===== config.mk =====
export PLATFORM = sky130hd
export DESIGN_NAME = reg_file_param
export DESIGN_NICKNAME = d
export VERILOG_FILES = /design/src/rtl/reg_file_param.sv
export SDC_FILE = /design/constraint.sdc
export NUM_CORES = 1
export LEC_CHECK = 0
export BUFFER_PORTS_ARGS = -buffer_cell sky130_fd_sc_hd__buf_2
export CORE_AREA = 2 2 186 188
export DETAILED_ROUTE_END_ITERATION = 16
export DIE_AREA = 0 0 188 190
export HOLD_SLACK_MARGIN = 0.06
export PLACE_DENSITY = 0.68
export SLEW_MARGIN = 20
export SYNTH_ARGS = -nofsm -noshare
export SYNTH_HDL_FRONTEND = slang
export SYNTH_SLANG_ARGS = --single-unit

===== constraint.sdc =====
create_clock -name clk -period 2.8 [get_ports clk]
set_input_delay 0.14 -clock clk [delete_from_list [all_inputs] [get_ports clk]]
set_output_delay 0.14 -clock clk [all_outputs]
set_load 0.01 [all_outputs]

===== src/rtl/reg_file_param.sv =====
// reg_file_param: parameterised two-read / one-write register file with a
// sequential clear sweep.
//
// Build option: define REG_FILE_BYPASS_EN so that a read of the address being
// written in the same cycle returns the new write data. When it is left
// undefined, that read returns the entry contents from before the write.
//
// State table
//   state    | meaning
//   ST_CLEAR | sweep zeroing one entry per clock; BUSY=1; WEN/REN/CLR ignored
//   ST_READY | normal operation; CLR starts a new sweep, WEN writes, REN reads
//
// Port names follow the existing block interface. Internal registers use an
// r_ prefix, and combinational nets use a w_ prefix.

module reg_file_param #(
    parameter int DATA_W   = 16,
    parameter int ADDR_W   = 4,
    parameter bit ZERO_REG = 1'b0
) (
    input  logic              clk,
    input  logic              rst,
    input  logic              CLR,
    input  logic              WEN,
    input  logic [ADDR_W-1:0] WADR,
    input  logic [DATA_W-1:0] ALUIN,
    input  logic              REN,
    input  logic [ADDR_W-1:0] RADR1,
    input  logic [ADDR_W-1:0] RADR2,
    output logic [DATA_W-1:0] OUT1,
    output logic [DATA_W-1:0] OUT2,
    output logic              OUT_VALID,
    output logic              BUSY
);

    localparam int                DEPTH    = 2 ** ADDR_W;
    localparam logic [ADDR_W-1:0] LAST_IDX = ADDR_W'(DEPTH - 1);

    typedef enum logic {
        ST_CLEAR = 1'b0,
        ST_READY = 1'b1
    } state_t;

    state_t            r_state;
    logic [ADDR_W-1:0] r_idx;
    logic [DATA_W-1:0] r_mem [DEPTH];
    logic [DATA_W-1:0] r_out1;
    logic [DATA_W-1:0] r_out2;
    logic              r_valid;
    logic              r_busy;

    logic              w_ready;
    logic              w_do_wr;
    logic              w_do_rd;
    logic [DATA_W-1:0] w_rd1;
    logic [DATA_W-1:0] w_rd2;

    // A CLR request takes priority, so any write or read in the same cycle
    // is dropped. Writes to entry 0 are discarded when it is hardwired to zero.
    assign w_ready = (r_state == ST_READY);
    assign w_do_wr = w_ready && !CLR && WEN && !(ZERO_REG && (WADR == '0));
    assign w_do_rd = w_ready && !CLR && REN;

    // Read data for port 1, with the optional write bypass and the zero-entry override.
    always_comb begin
        w_rd1 = r_mem[RADR1];
`ifdef REG_FILE_BYPASS_EN
        if (WEN && (WADR == RADR1)) w_rd1 = ALUIN;
`endif
        if (ZERO_REG && (RADR1 == '0)) w_rd1 = '0;
    end

    // Read data for port 2, built the same way as port 1.
    always_comb begin
        w_rd2 = r_mem[RADR2];
`ifdef REG_FILE_BYPASS_EN
        if (WEN && (WADR == RADR2)) w_rd2 = ALUIN;
`endif
        if (ZERO_REG && (RADR2 == '0)) w_rd2 = '0;
    end

    // Storage array: the clear sweep writes zeros; otherwise accepted writes
    // store their data. There is no reset on this block, because the sweep
    // that follows reset initialises every entry.
    always_ff @(posedge clk) begin
        if (!rst) begin
            if (r_state == ST_CLEAR) begin
                r_mem[r_idx] <= '0;
            end else if (w_do_wr) begin
                r_mem[WADR] <= ALUIN;
            end
        end
    end

    // Control FSM, sweep index, and registered read outputs.
    always_ff @(posedge clk) begin
        if (rst) begin
            r_state <= ST_CLEAR;
            r_idx   <= '0;
            r_out1  <= '0;
            r_out2  <= '0;
            r_valid <= 1'b0;
            r_busy  <= 1'b1;
        end else begin
            r_valid <= 1'b0;
            case (r_state)
                ST_CLEAR: begin
                    r_idx <= r_idx + 1'b1;
                    if (r_idx == LAST_IDX) begin
                        r_state <= ST_READY;
                        r_busy  <= 1'b0;
                    end
                end
                ST_READY: begin
                    if (CLR) begin
                        r_state <= ST_CLEAR;
                        r_idx   <= '0;
                        r_busy  <= 1'b1;
                    end else if (w_do_rd) begin
                        r_out1  <= w_rd1;
                        r_out2  <= w_rd2;
                        r_valid <= 1'b1;
                    end
                end
                default: begin
                    r_state <= ST_CLEAR;
                    r_idx   <= '0;
                    r_busy  <= 1'b1;
                end
            endcase
        end
    end

    assign OUT1      = r_out1;
    assign OUT2      = r_out2;
    assign OUT_VALID = r_valid;
    assign BUSY      = r_busy;

endmodule


==> out/summary.json <==
{
  "yosys": {
    "flop_and_latch_count_out_of_synthesis": 295,
    "synth.net_count": 804,
    "post_synth_instance_area_um2": 13400,
    "synth_warnings": 0,
    "yosys.area.top_type": "edfxtp_1",
    "post_synth_num_cell_types": 38,
    "post_synth_main_area_contributors": "edfxtp_1 57%, mux4_2 14%, mux2i_1 7.3%",
    "netlist_instances": 770,
    "netlist.area_leader.share_pct": 57.5,
    "seq_area_frac_synth_pct": 63.3,
    "synth.avg_cell_area_um2": 17.4
  },
  "layout": {
    "layout.filler_cells": 2893,
    "layout.cells.most_common": "edfxtp_1",
    "layout_net_count": 882,
    "area.growth.synth_to_final_pct": 14.2,
    "finalNonFillerCells": 1324,
    "finalCoreUtilization_pct": 45.0,
    "final_area_um2": 15300,
    "layout_common_cells": "256 x edfxtp_1, 97 x mux2i_1, 86 x mux4_2, 62 x buf_2, 39 x dfxtp_1",
    "fraction_of_layout_instances_using_a_drive_strength_above_1_pct": 27.8,
    "diodes": 0
  },
  "worst_setup_path": {
    "crit_family": "simple AND/OR/NAND/NOR gates",
    "endpoint_kind": "flop",
    "worst_path_max_delay_cell": "nor2_2",
    "critical_path.reg2reg.endpoint": "r_mem[6][0]",
    "critPathLaunchType": "primary input",
    "setup.worst_path.class": "primary input to flop",
    "cp_slowest_stage_delay_ps": 900,
    "reg2reg_slack_ps": 430,
    "reg2reg_from": "r_state",
    "worstPathBufferInverterCount": 3,
    "crit_arrival_ps": 2630,
    "worst-path-max-fanout": 16,
    "worstRegToRegCells": 4,
    "crit_required_ps": 2960,
    "crit_path_cell_trace": "dlygate4sd3_1, buf_2, nor4bb_4, buf_4, a32oi_1, nor2_2"
  },
  "power": {
    "total_switching_power_mw": 1.90,
    "cellPowerDensity_nw_per_um2": 596,
    "power.total_mw": 9.10,
    "clock_power_share_pct": 41.8,
    "power_internal_mw": 7.20,
    "worst_vdd_drop_uv": 456,
    "combPwrFrac_pct": 5.7,
    "swShare_pct": 20.9,
    "leakage_nw": 5.67,
    "share_seq_of_total_power_pct": 52.5
  },
  "global_route": {
    "gr-usage-all-layers_pct": 18.3,
    "antenna_violations_before_repair": 1,
    "first_global_vias": 7812,
    "grt_start_max_net_pins": 45,
    "globalRouteOverflowTotal": 0,
    "grt_first_pass_wirelength_um": 48800
  },
  "clocking": {
    "cts.path.max_buffers": 3,
    "ctsRootBufferMaster": "clkbuf_16",
    "ctsResizeCount": 0,
    "cts_max_level": 1,
    "cts_tree": "yes",
    "tritoncts.num_buffers": 29,
    "cts_sinks": 295,
    "cts_clock_pin_slew_for_the_worst_setup_and_hold_paths_ps": 60,
    "worst_skew_pair.late_latency_ps": 540
  },
  "placement": {
    "placed_cells_incl_taps": 1268,
    "dpl_hpwl_um": 20700,
    "dpl-instance-area_um2": 14300,
    "gpl_wtd_cong": 0.835,
    "portBuffers": 66
  },
  "timing": {
    "slew_viol_final": 0,
    "tightestPinTransition_ps": 1120,
    "slew-limit-headroom_pct": 25.1,
    "finClkSkew_ps": 8.08,
    "totalNegativeSetupSlack_ps": 0,
    "rsz0062_at_grt": "no",
    "min_period_over_period_pct": 88.4,
    "hold_viol_final": 0,
    "fin_crit_ps": 2470,
    "timing.fmax_mhz": 404,
    "final-setup-viol-count": 0
  },
  "die": {
    "pin_count": 67,
    "die_area_um2": 35700,
    "floorplan.die.width_um": 188,
    "core-area_um2": 33900,
    "row_count": 68,
    "start_util_pct": 39.4,
    "floorplan.die.height_um": 190
  },
  "run_status": {
    "run_status": "finished, final reports clean"
  },
  "route": {
    "dr.pass1.iters": 7,
    "wl_per_cell_um": 24.5,
    "drc": 0,
    "avgViaCountPerCell": 5.76,
    "initialDrtViolationCount": 628,
    "num_vias": 7630,
    "drt.antenna.violating_nets": 0,
    "detail_route.wirelength_um": 32400
  },
  "min_path": {
    "min-delay-path-class": "primary input to flop",
    "whs_path_depth": 4,
    "hold-path-endpoint": "OUT2[15]",
    "hp-start": "RADR2[3]"
  },
  "run": {
    "drv.max_cap_violation_count": 0
  }
}
-- power groups by stage --
stage	sequential [mW]	combinational (mW)	clock [mW]
final	4.77	0.519	3.81
after global routing	4.77	0.553	4.02
after CTS	4.77	0.523	3.84
after detailed placement	4.87	0.517	0
after global placement	4.86	0.514	0
after floorplan	4.86	0.362	0
-- how the worst max path moves through the flow --
| stage | start | slack [ps] | cells after the start | end |
|---|---|---|---|---|
| 4_1_cts | rst | 290 | 6 | r_mem[7][13] |
| 5_1_grt | rst | 130 | 7 | r_mem[4][12] |
| 3_5_place_dp | rst | 290 | 5 | r_mem[7][5] |
| 2_1_floorplan | r_state | 590 | 5 | r_mem[3][0] |
| 3_3_place_gp | rst | 320 | 6 | r_mem[4][14] |
| 6_report | rst | 330 | 6 | r_mem[6][0] |
-- sequential cells by signal, summed over array words and instances (netlist names) --
name / cells
BUSY: 1
r_state: 1
OUT1: 16
r_idx: 4
OUT2: 16
r_mem: 256
OUT_VALID: 1
-- timing repair --
item / in CTS / in global routing
buffers inserted: 0 / 0
hold endpoints to repair: 7 / 0
hold buffers: 4 / 0
-- layer usage --
| layer | vias up | wire, um | GRT usage [%] |
|---|---|---|---|
| li1 | 3340 | - | - |
| met1 | 3976 | 13700 | 24.9 |
| met2 | 265 | 16000 | 31.0 |
| met3 | 49 | 2050 | 2.55 |
| met4 | 0 | 708 | 4.69 |
| met5 | - | 0 | 0 |
-- cell families (layout without fill, tap and decap cells) --
kind of cell | Yosys count | after routing | share of synthesized area, %
xor+xnor | 1 | 1 | 0.0655
fa+ha+maj | 1 | 1 | 0.0935
buf+inv | 60 | 159 | 2.76
flops | 295 | 295 | 63.3
compound gates | 101 | 101 | 5.49
mux | 193 | 193 | 23.7
simple gates | 119 | 119 | 4.57
-- cells in the mapped netlist (all sizes together) --
cell type  count
nor2          27
buf           36
a32oi         23
inv            6
and2b          1
edfxtp       256
o211ai        11
nand3         13
mux4          96
nor2b          5
a31oi          7
nor3b          2
ha             1
a31o           1
a311oi         1
nand2         26
mux2i         97
clkbuf        18
nand4b         1
nor4bb         1
a21oi          4
nand2b        25
a221o          1
xnor2          1
o2111ai       11
nor3           1
a22oi         21
dfxtp         39
o21ai         21
nand4bb        1
and2          16
-- worst min-delay path: stages --
cell,delay (ps)
buf_2,230
nand2b_1,120
a32oi_1,80
o21ai_0,60
-- through the flow --
| step | hold WS, ps | worst slack, ps |
|---|---|---|
| 4_1_cts | 119 | 292 |
| 2_1_floorplan | 284 | 590 |
| 5_1_grt | 170 | 130 |
| 3_5_place_dp | 459 | 293 |
| 3_3_place_gp | 462 | 319 |
| 6_report | 136 | 325 |
-- layout make-up --
cell class	instances	area (um2)	area share [%]
clock buffer	38	779	5.10
clock inverter	14	145	0.950
inverter	6	22.5	0.147
multi-input combinational	415	4610	30.2
sequential	295	8470	55.4
tap	455	569	3.73
timing repair buffer	101	676	4.42
(Power assumes the default switching activity.)
